$ cat src/rtl/code_lock_fsm.sv
`default_nettype none
// ============================================================================
// Module      : code_lock_fsm
// Description : Multi-digit access-code lock. Digits arrive one per strobe and
//               are compared on the fly; a full match opens the door for a
//               timed window, MAX_FAIL consecutive misses raise a timed
//               lockout with alarm. All outputs are registered.
//               Optional build macro CODE_LOCK_PROG_EN adds a programmable
//               code register (ports prog_we / prog_code).
// Revision    : 1.0 - initial release
// ============================================================================
module code_lock_fsm #(
   parameter int                       CODE_W         = 4,
   parameter int                       DIGITS         = 4,
   parameter logic [DIGITS*CODE_W-1:0] CODE           = 16'h9371,
   parameter int                       MAX_FAIL       = 3,
   parameter int                       OPEN_CYCLES    = 8,
   parameter int                       LOCKOUT_CYCLES = 16,
   parameter int                       TIMEOUT_CYCLES = 32
) (
   input  logic                             clk,
   input  logic                             reset,
   input  logic                             digit_valid,
   input  logic [CODE_W-1:0]                digit,
   input  logic                             clear,
`ifdef CODE_LOCK_PROG_EN
   input  logic                             prog_we,
   input  logic [DIGITS*CODE_W-1:0]         prog_code,
`endif
   output logic                             open_access_door,
   output logic                             alarm,
   output logic [1:0]                       state_out,
   output logic [$clog2(MAX_FAIL+1)-1:0]    fail_count
);

   // Widths; the digit index needs at least one bit even for a 1-digit code
   localparam int c_idx_w  = (DIGITS > 1) ? $clog2(DIGITS) : 1;
   localparam int c_fc_w   = $clog2(MAX_FAIL + 1);
   localparam int c_tmax   = (OPEN_CYCLES > LOCKOUT_CYCLES) ?
                             ((OPEN_CYCLES > TIMEOUT_CYCLES) ? OPEN_CYCLES : TIMEOUT_CYCLES) :
                             ((LOCKOUT_CYCLES > TIMEOUT_CYCLES) ? LOCKOUT_CYCLES : TIMEOUT_CYCLES);
   localparam int c_tmr_w  = (c_tmax > 1) ? $clog2(c_tmax) : 1;

   // Timers count down from N-1 to zero, so the exit fires on the Nth edge
   localparam logic [c_idx_w-1:0] c_last_idx  = c_idx_w'(DIGITS - 1);
   localparam logic [c_idx_w-1:0] c_idx_one   = c_idx_w'(1);
   localparam logic [c_tmr_w-1:0] c_open_load = c_tmr_w'(OPEN_CYCLES - 1);
   localparam logic [c_tmr_w-1:0] c_lock_load = c_tmr_w'(LOCKOUT_CYCLES - 1);
   localparam logic [c_tmr_w-1:0] c_tmo_load  = c_tmr_w'(TIMEOUT_CYCLES - 1);
   localparam logic [c_fc_w-1:0]  c_fail_last = c_fc_w'(MAX_FAIL - 1);
   localparam logic [c_fc_w-1:0]  c_fail_max  = c_fc_w'(MAX_FAIL);

   typedef enum logic [1:0] {
      S_IDLE    = 2'b00,
      S_ENTRY   = 2'b01,
      S_OPEN    = 2'b10,
      S_LOCKOUT = 2'b11
   } state_t;

   state_t                    r_state;
   logic [c_idx_w-1:0]        r_index;
   logic                      r_mismatch;
   logic [c_tmr_w-1:0]        r_timer;
   logic                      r_door;
   logic                      r_alarm;
   logic [c_fc_w-1:0]         r_fail;

   logic [DIGITS*CODE_W-1:0]  w_code;
   logic [c_idx_w-1:0]        w_idx;
   logic [CODE_W-1:0]         w_exp;
   logic                      w_mismatch;
   logic                      w_last;
   logic                      w_complete;

`ifdef CODE_LOCK_PROG_EN
   logic [DIGITS*CODE_W-1:0]  r_code;

   // Code register: reloadable only while idle with the door shut
   always_ff @(posedge clk or posedge reset) begin
      if (reset) begin
         r_code <= CODE;
      end else if (prog_we && (r_state == S_IDLE) && !r_door) begin
         r_code <= prog_code;
      end
   end

   assign w_code = r_code;
`else
   assign w_code = CODE;
`endif

   // Expected digit for the current position and running mismatch; the
   // first digit is judged from IDLE, where the position is implicitly 0
   always_comb begin
      w_idx = (r_state == S_ENTRY) ? r_index : '0;
      w_exp = '0;
      for (int i = 0; i < DIGITS; i++) begin
         if (w_idx == c_idx_w'(i)) begin
            w_exp = w_code[(DIGITS-1-i)*CODE_W +: CODE_W];
         end
      end
      w_mismatch = ((r_state == S_ENTRY) && r_mismatch) || (digit != w_exp);
      w_last     = (w_idx == c_last_idx);
      w_complete = digit_valid && w_last &&
                   ((r_state == S_IDLE) || ((r_state == S_ENTRY) && !clear));
   end

   // Main lock sequencer with registered door/alarm/fail outputs
   always_ff @(posedge clk or posedge reset) begin
      if (reset) begin
         r_state    <= S_IDLE;
         r_index    <= '0;
         r_mismatch <= 1'b0;
         r_timer    <= '0;
         r_door     <= 1'b0;
         r_alarm    <= 1'b0;
         r_fail     <= '0;
      end else if (w_complete) begin
         r_index    <= '0;
         r_mismatch <= 1'b0;
         if (!w_mismatch) begin
            r_state <= S_OPEN;
            r_door  <= 1'b1;
            r_fail  <= '0;
            r_timer <= c_open_load;
         end else if (r_fail == c_fail_last) begin
            r_state <= S_LOCKOUT;
            r_alarm <= 1'b1;
            r_fail  <= c_fail_max;
            r_timer <= c_lock_load;
         end else begin
            r_state <= S_IDLE;
            r_fail  <= r_fail + c_fc_w'(1);
         end
      end else begin
         case (r_state)
            S_IDLE: begin
               if (digit_valid) begin
                  r_state    <= S_ENTRY;
                  r_index    <= c_idx_one;
                  r_mismatch <= w_mismatch;
                  r_timer    <= c_tmo_load;
               end
            end
            S_ENTRY: begin
               if (clear) begin
                  r_state    <= S_IDLE;
                  r_index    <= '0;
                  r_mismatch <= 1'b0;
               end else if (digit_valid) begin
                  r_index    <= r_index + c_idx_one;
                  r_mismatch <= w_mismatch;
                  r_timer    <= c_tmo_load;
               end else if (r_timer == '0) begin
                  r_state    <= S_IDLE;
                  r_index    <= '0;
                  r_mismatch <= 1'b0;
               end else begin
                  r_timer <= r_timer - c_tmr_w'(1);
               end
            end
            S_OPEN: begin
               if (r_timer == '0) begin
                  r_state <= S_IDLE;
                  r_door  <= 1'b0;
               end else begin
                  r_timer <= r_timer - c_tmr_w'(1);
               end
            end
            default: begin
               if (r_timer == '0) begin
                  r_state <= S_IDLE;
                  r_alarm <= 1'b0;
                  r_fail  <= '0;
               end else begin
                  r_timer <= r_timer - c_tmr_w'(1);
               end
            end
         endcase
      end
   end

   assign open_access_door = r_door;
   assign alarm            = r_alarm;
   assign state_out        = r_state;
   assign fail_count       = r_fail;

endmodule
`default_nettype wire
$ cat config.mk
export PLATFORM = sky130hd
export DESIGN_NAME = code_lock_fsm
export DESIGN_NICKNAME = d
export VERILOG_FILES = /design/src/rtl/code_lock_fsm.sv
export SDC_FILE = /design/constraint.sdc
export NUM_CORES = 1
export LEC_CHECK = 0
export CAP_MARGIN = 20
export CORE_MARGIN = 2
export CORE_UTILIZATION = 55
export DETAILED_ROUTE_END_ITERATION = 8
export GPL_ROUTABILITY_DRIVEN = 0
export PLACE_DENSITY = 0.93
export SLEW_MARGIN = 5
export SYNTH_ARGS = -nofsm -noshare
export SYNTH_HDL_FRONTEND = slang
export SYNTH_SLANG_ARGS = --single-unit
$ cat constraint.sdc
create_clock -name clk -period 5 [get_ports clk]
set_clock_uncertainty 0.2 [all_clocks]
set_input_delay 1.25 -clock clk [delete_from_list [all_inputs] [get_ports clk]]
set_output_delay 1.25 -clock clk [all_outputs]
set_load 0.05 [all_outputs]
==> results_dict.tcl <==
set metrics [dict create \
    synth_edf_count 0 \
    async_reset_ff_share_pct 100 \
    rows 14 \
    synth_nets 109 \
    cts_buffer_depth 2 \
    rrSetupSlack_ns 2.38 \
    synth-seq-cells 14 \
    grt_use_total_pct 22.0 \
    slew_violations 0 \
    share_comb_of_total_power_pct 49.1 \
    required_ns 3.55 \
    grt_pass1_vias 749 \
    p_leak_uw 0.000455 \
    r2r_start "state_out[0]" \
    fmax_mhz 325 \
    syn2layout_area_growth_pct 21.1 \
    status "finished, final reports clean" \
    p_int_uw 316 \
    initial_utilization_pct 58.6 \
    nNetsFinal 127 \
    peakVddDrop_mv 0.352 \
    num_vias 755 \
    power.share.clock_pct 14.8 \
    post_dp_cell_area_um2 1030 \
    synthTopCellsByArea "dfrtp_1 40%, ha_1 7.1%, o21ai_0 6.2%, nor2_1 4.2%, inv_1 3.8%" \
    finish.utilization_pct 71.0 \
    die_x_um 44.1 \
    cts.repair.resized 0 \
    overflow 0 \
    slew_headroom_pct 56.9 \
    insertion_delay_ns 0.28 \
    syn-instance-count 96 \
    design_area_um2 1070 \
    grt_pass1_wl_mm 3.04 \
    drive_gt1_share_pct 11.5 \
    min_path_type "register to register" \
    crit_start "state_out[1]" \
    startpoint_type "register" \
    drc 0 \
    critical-path-top-delay-family "buffers and inverters" \
    yosys.area.top_type "dfrtp_1" \
    slowest_stage "clkdlybuf4s50_1" \
    p_sw_share_pct 43.2 \
    core_region_area_um2 1510 \
    portBuffers 13 \
    wire_per_inst_um 14.3 \
    layoutNonFillerInstCount 129 \
    rsz0062_at_grt "false" \
    path_clk_slew_ns 0.08 \
    worstPathMaxFanout 7 \
    die_y_um 44.1 \
    power_density_nw_per_um2 521 \
    drt-initial-drc-count 19 \
    cts.sinks 14 \
    postCtsSetupRepairBufs 0 \
    cts_hold_buf 0 \
    end_kind "output port" \
    setup_tns_ns 0 \
    path_cells "clkdlybuf4s50_1" \
    n_antenna_cell 0 \
    grt_max_degree 15 \
    viasPerCell 5.85 \
    die_area_um2 1940 \
    cts_max_level 1 \
    finalHoldViolCount 0 \
    wirelength_mm 1.84 \
    netlist_area_um2 883 \
    root_buffer "clkbuf_4" \
    cap_viol_max_count 0 \
    antenna_found_initial 0 \
    r2r_cells 8 \
    synth_warnings 0 \
    slowest_delay_ns 0.86 \
    postRouteAntennaNets 0 \
    setup_slack_ns 1.92 \
    synth_cell_types 32 \
    post-place-ws_ns 1.84 \
    critPathBufInv 1 \
    fin_crit_ns 3.08 \
    synthFlopType "dfrtp_1" \
    dpl.cell_count 125 \
    tightest_slew_ns 0.639 \
    pwr-share-seq_pct 36.1 \
    cts_buffers 3 \
    endpoint "state_out[1]" \
    path_depth 1 \
    arrival_ns 1.63 \
    synth_seq_area_share_pct 39.7 \
    setup_viol 0 \
    cts_tree "yes" \
    syn_avg_cell_area_um2 9.20 \
    timing.final.crit_share_pct 61.6 \
    first_pass_iters 4 \
    crit_type "register to output port" \
    reg2reg_to "r_timer[1]" \
    switching_power_uw 241 \
    hpwlAfterDp_mm 1.41 \
    pin_count 14 \
    yosysTopAreaCellShare_pct 39.7 \
]
## layout by cell type, fill, tap and decap left out, types with 2 or more instances in the layout
master | netlist | layout
dfrtp_1 | 14 | 14
and2_2 | 2 | 2
o22ai_1 | 2 | 2
nor2_1 | 10 | 10
a21oi_1 | 3 | 3
xor2_1 | 2 | 2
nand2_1 | 7 | 7
nand3_1 | 4 | 4
clkdlybuf4s50_1 | 0 | 13
o31ai_1 | 2 | 2
clkbuf_4 | 0 | 3
o21ai_0 | 11 | 11
inv_1 | 9 | 9
nor3b_1 | 2 | 2
o32a_1 | 2 | 2
ha_1 | 5 | 5
o21a_1 | 2 | 2
xnor2_1 | 2 | 2
nand2b_1 | 2 | 2
## flip-flops by register name (all words and copies together) (netlist names)
name	count
r_timer	5
fail_count	2
r_mismatch	1
r_index	2
state_out	2
alarm	1
open_access_door	1
## how the worst min path moves through the flow
stage                     from    endpoint  slack (ns)  depth (start not counted)
floorplan           r_index[1]  r_index[1]        0.27                          2
global placement         alarm       alarm        0.28                          1
detailed placement       alarm       alarm        0.29                          1
CTS                      alarm       alarm        0.31                          1
global route             alarm       alarm        0.32                          1
finish                   alarm       alarm        0.31                          1
## synth_stat cells, types with 2 or more instances
| library cell | n |
|---|---|
| and2_2 | 2 |
| nand2b_1 | 2 |
| o21a_1 | 2 |
| nand3_1 | 4 |
| a21oi_1 | 3 |
| dfrtp_1 | 14 |
| xnor2_1 | 2 |
| nor3b_1 | 2 |
| o31ai_1 | 2 |
| ha_1 | 5 |
| nand2_1 | 7 |
| nor2_1 | 10 |
| o32a_1 | 2 |
| o22ai_1 | 2 |
| inv_1 | 9 |
| o21ai_0 | 11 |
| xor2_1 | 2 |
## stage by stage
step	power [µW]	hold WS, ns
finish	557	0.305
global route	598	0.324
CTS	560	0.308
global placement	465	0.275
detailed placement	476	0.287
floorplan	401	0.275
## logic make-up after synthesis
kind of cell	after synthesis	synth area share, %
simple gates	36	22.8
compound gates	28	22.7
flops	14	39.7
buf+inv	9	3.82
fa+ha+maj	5	7.08
xor+xnor	4	3.97
## power by group through the flow
stage	combinational (µW)	sequential (µW)	clock [µW]
finish	274	201	82.4
global route	302	208	87.7
CTS	276	201	83.6
detailed placement	274	203	0
global placement	264	200	0
floorplan	163	238	0
## per-layer routing
layer  wire length [µm]  vias to the layer above  global-route usage (%)
met5                  0                        -                       0
met4                 38                        0                    10.9
met3                 90                        5                    2.45
met2                922                       24                    38.5
met1                792                      352                    26.6
li1                   -                      374                       -
## cell type report
| class | instances | area, µm² |
|---|---|---|
| Sequential cell | 14 | 350 |
| Timing Repair Buffer | 13 | 130 |
| Fill cell | 118 | 437 |
| Tap cell | 16 | 20.0 |
| Multi-Input combinational cell | 73 | 499 |
| Clock buffer | 4 | 36.3 |
| Inverter | 9 | 33.8 |
Note: power is estimated with default switching activity, not from simulation.
==> RTL change 1: new RTL, same settings <==
Add a define of `CODE_LOCK_PROG_EN`.
--- a/src/rtl/code_lock_fsm.sv
+++ b/src/rtl/code_lock_fsm.sv
@@ -11,2 +11,4 @@
 // ============================================================================
+`define CODE_LOCK_PROG_EN
+
 module code_lock_fsm #(
Interface: changed (added prog_code and prog_we); port bits go from 14 to 31. The function was not compared with the original's and may differ.
==> RTL change 1 against the unedited design <==
Design area rose by 100%. Wire length increased by 100%. Area after synthesis rose by 100%. Total power grew 97%. Setup slack got worse by 0.15 ns. Sequential cell count grew 16. Clock power up 57%. Final cell count increased by 98%. Fmax is 4.7% lower. Critical path type unchanged.
==> RTL change 1: results (changes against the unedited design) <==
outcome:
  status: "finished clean"
clocking:
  clk_latency_ns: 0.33  # +0.05 ns
  cts_buffers: 5  # +2
pwr:
  netSwitchingPower_uw: 460  # +91%
  peakVddDrop_uv: 265  # -25%
worst_setup_path:
  cp-endpoint: "state_out[0]"
  worst-path-max-fanout: 10  # +3
  worstReg2RegEnd: "r_timer[0]"
  reg2reg_slack_ns: 1.89  # -0.49 ns
  cp.arrival_ns: 1.78  # +0.15 ns
  r2r_cells: 6  # -2
global_routing:
  grt_max_degree: 23  # +8
  gr-usage-met3_pct: 5.33  # +2.9 points
  met1_usage_pct: 31.0  # +4.4 points
  grtUsageMet2_pct: 39.0  # +0.49 points
  grt_util_all_layers_pct: 24.3  # +2.3 points
synth:
  synth_fa_ha_area_share_pct: 1.40  # -5.7 points
  synthTopCellsByCount: "dfrtp_1, mux2_1, inv_1"
  synth_compound_area_share_pct: 20.4  # -2.3 points
  synth_top_cell_area_share_pct: 30.9  # -8.8 points
  yosys-top-cells-area: "dfrtp_1, dfstp_2, mux2_1, inv_1, a21oi_1"
  synth_xor_area_share_pct: 0  # -4.0 points
  ys_seq_area_share_pct: 42.7  # +3.0 points
  synthesis.nets: 208  # +91%
  synth.mux.area_fraction_pct: 12.9  # +13 points
final_layout:
  drive_gt1_share_pct: 9.91  # -1.6 points
  fin_nets: 239  # +88%
  largest_reg_flops: 16  # +11
placement:
  dp_hpwl_um: 2870  # +100%
  placed_cell_area_um2: 2120  # +100%
  port_buffers: 30  # +17
sta:
  tightest_slew_ns: 0.996  # +0.357 ns
worst_hold_path:
  min_from: "r_code[7]"
  holdPathEnd: "r_code[7]"
drt:
  drtIter0Drc: 85  # +66
  drt-met1-wl_um: 1660  # +110%
  route.met2.wl_um: 1840  # +100%
  dr_total_vias: 1509  # +100%
  finalWirelength_um: 3770  # +100%
  met3_length_um: 193  # +110%
-- RTL change 1: power groups by stage --
stage,combinational (mW),sequential (mW),clock (mW)
after detailed placement,0.494,0.470,0
after floorplan,0.372,0.459,0
after CTS,0.498,0.466,0.133
after global placement,0.477,0.466,0
after global routing,0.560,0.483,0.143
final,0.501,0.467,0.129
-- RTL change 1: area by class of cell --
class                   instances  area (µm²)
fillers                       253         917
multi-input cells             129         936
flip-flops and latches         30         761
inverters                      15        56.3
well taps                      44        55.1
repair buffers                 31         308
clock buffers                   7        45.0
-- RTL change 1: through the flow --
| step | instances | hold slack (ns) | setup WS, ns |
|---|---|---|---|
| 3_3_place_gp | 249 | 0.269 | 1.53 |
| 4_1_cts | 256 | 0.294 | 1.76 |
| 2_1_floorplan | 181 | 0.257 | 2.08 |
| 6_report | 256 | 0.291 | 1.77 |
| 5_1_grt | 256 | 0.307 | 1.68 |
| 3_5_place_dp | 249 | 0.275 | 1.46 |
==> RTL change 2: new RTL, config.mk and constraints unchanged <==
Made on the original files. Put one more register stage on the output `fail_count`, with the module's reset. The value now appears one clock later. The other outputs are not delayed to match.
--- a/src/rtl/code_lock_fsm.sv
+++ b/src/rtl/code_lock_fsm.sv
@@ -185,3 +185,9 @@
    assign state_out        = r_state;
-   assign fail_count       = r_fail;
+   always_ff @(posedge clk or posedge reset) begin
+      if (reset) begin
+         fail_count <= '0;
+      end else begin
+         fail_count <= r_fail;
+      end
+   end
 
Formal check against the unedited RTL: not equivalent (Yosys sat finds a counterexample within 10 cycles, from zero or initial values and one cycle with reset high).
==> RTL change 2 against the unedited design <==
Global-route usage grew 2.3 points. Design area is 14% higher. Wire length rose by 19%. Critical path type unchanged. Fmax fell by 5.6%. Total power is 1.5% higher. Setup slack lost 0.18 ns. Sequential cell count is 2 higher. Count of clock-buffer cells in the layout stayed put. Critical endpoint is now state_out[0]. Register-to-register slack worse by 0.17 ns. Area after synthesis rose by 18%.
==> RTL change 2: results (changes against the unedited design) <==
pwr:
  p_leak_nw: 0.517  # +14%
  peakVddDrop_uv: 303  # -14%
  switching_share_pct: 41.8  # -1.4 points
drt:
  finalWirelength_um: 2190  # +19%
  dr_total_vias: 897  # +19%
  ant_nets: 0  # unchanged
  drtPass1Iterations: 5  # +1
  drtIter0Drc: 73  # +54
final_layout:
  stdcell_count: 141  # +9.3%
  largest_reg_flops: 5  # unchanged
  antenna_cells: 0  # unchanged
  fin_nets: 130  # +2.4%
  drive_gt1_share_pct: 14.7  # +3.2 points
  regMostFlops: "r_timer"
  fill_cells: 126  # +6.8%
synth:
  yosys-top-cells-area: "dfrtp_1, ha_1, inv_1, xnor2_1, o21ai_0"
  synthTopCellsByCount: "dfrtp_1, inv_1, nand2_1"
  synthesis.nets: 114  # +4.6%
  yosysWarnings: 0  # unchanged
  synthArstFlopShare_pct: 100  # unchanged
  synth_cell_types: 43  # +34%
  synth_cells: 101  # +5.2%
  ys_seq_area_share_pct: 38.5  # -1.2 points
sta:
  fmax_ghz: 0.306  # -5.6%
  slew_headroom_pct: 60.0  # +3.1 points
global_routing:
  grt_util_all_layers_pct: 24.3  # +2.3 points
  grt_pass1_wl_um: 3730  # +22%
  grt_pass1_vias: 828  # +11%
  antenna_found_initial: 0  # unchanged
  grt_max_degree: 17  # +2
worst_setup_path:
  cp.arrival_ns: 1.81  # +0.18 ns
  reg2reg_from: "state_out[1]"
  crit_family: "buffers and inverters"
  cp-endpoint: "state_out[0]"
  critPathMaxStageDelay_ns: 0.89  # +0.03 ns
  crit_path_top_delay_cell: "clkdlybuf4s50_1"
  startpoint: "state_out[0]"
  reg2reg_slack_ns: 2.21  # -0.17 ns
  worstReg2RegEnd: "r_timer[3]"
  r2r_cells: 9  # +1
  worst-path-max-fanout: 13  # +6
placement:
  dp_hpwl_um: 1620  # +15%
  placed_cell_area_um2: 1180  # +14%
  port_buffers: 13  # unchanged
  pre_cts_slack_ns: 1.79  # -0.0415 ns
outcome:
  status: "finished clean"
clocking:
  ctsResizeCount: 0  # unchanged
  cts-root-buf: "clkbuf_4"
  clk_path_buf_depth: 2  # unchanged
  h-tree-depth: 1  # unchanged
  postCtsSetupBuffers: 0  # unchanged
  clk_latency_ns: 0.30  # +0.02 ns
  clkTransAtPathRegs_ns: 0.10  # +0.02 ns
  cts_buffers: 3  # unchanged
worst_hold_path:
  hold_path_class: "flip-flop to flip-flop"
RTL change 2: final cells by class:
class                   instances  area [µm²]  area share, %
inverters                       9        33.8           2.78
repair buffers                 13         130           10.7
flip-flops and latches         16         400           32.9
multi-input cells              74         584           48.0
clock buffers                   4        36.3           2.98
well taps                      25        31.3           2.57
RTL change 2: worst min path at each step:
stage,depth (start not counted),end,start,slack [ns]
floorplan,0,fail_count[1],r_fail[1],0.18
global placement,0,fail_count[1],r_fail[1],0.19
detailed placement,0,fail_count[1],r_fail[1],0.20
CTS,0,fail_count[1],r_fail[1],0.22
global route,0,fail_count[1],r_fail[1],0.23
finish,0,fail_count[1],r_fail[1],0.22
RTL change 2: logic make-up (layout without fill, tap and decap cells):
kind of cell | count (synthesis) | count (layout) | share of synthesized area (%)
muxes | 2 | 2 | 2.40
DFF | 16 | 16 | 38.5
buffers and inverters | 11 | 26 | 5.41
and+or+nand+nor | 33 | 33 | 22.2
xor gates and xnor gates | 3 | 3 | 2.52
AOI/OAI and AO/OA | 31 | 31 | 23.0
adders and majority gates | 5 | 5 | 6.01
RTL change 2: power by group through the flow:
stage          Combinational, mW  Sequential (mW)  Clock [mW]
2_1_floorplan              0.182            0.243           0
3_3_place_gp               0.238            0.230           0
3_5_place_dp               0.241            0.231           0
4_1_cts                    0.243            0.229      0.0883
5_1_grt                    0.266            0.238      0.0959
6_report                   0.245            0.233      0.0878
RTL change 2: per-layer routing:
metal	routed length (µm)	global-route usage (%)	vias up
met5	0	0	-
met4	27	7.78	0
met3	181	6.79	4
met2	1010	39.5	54
met1	973	31.2	440
li1	-	-	399
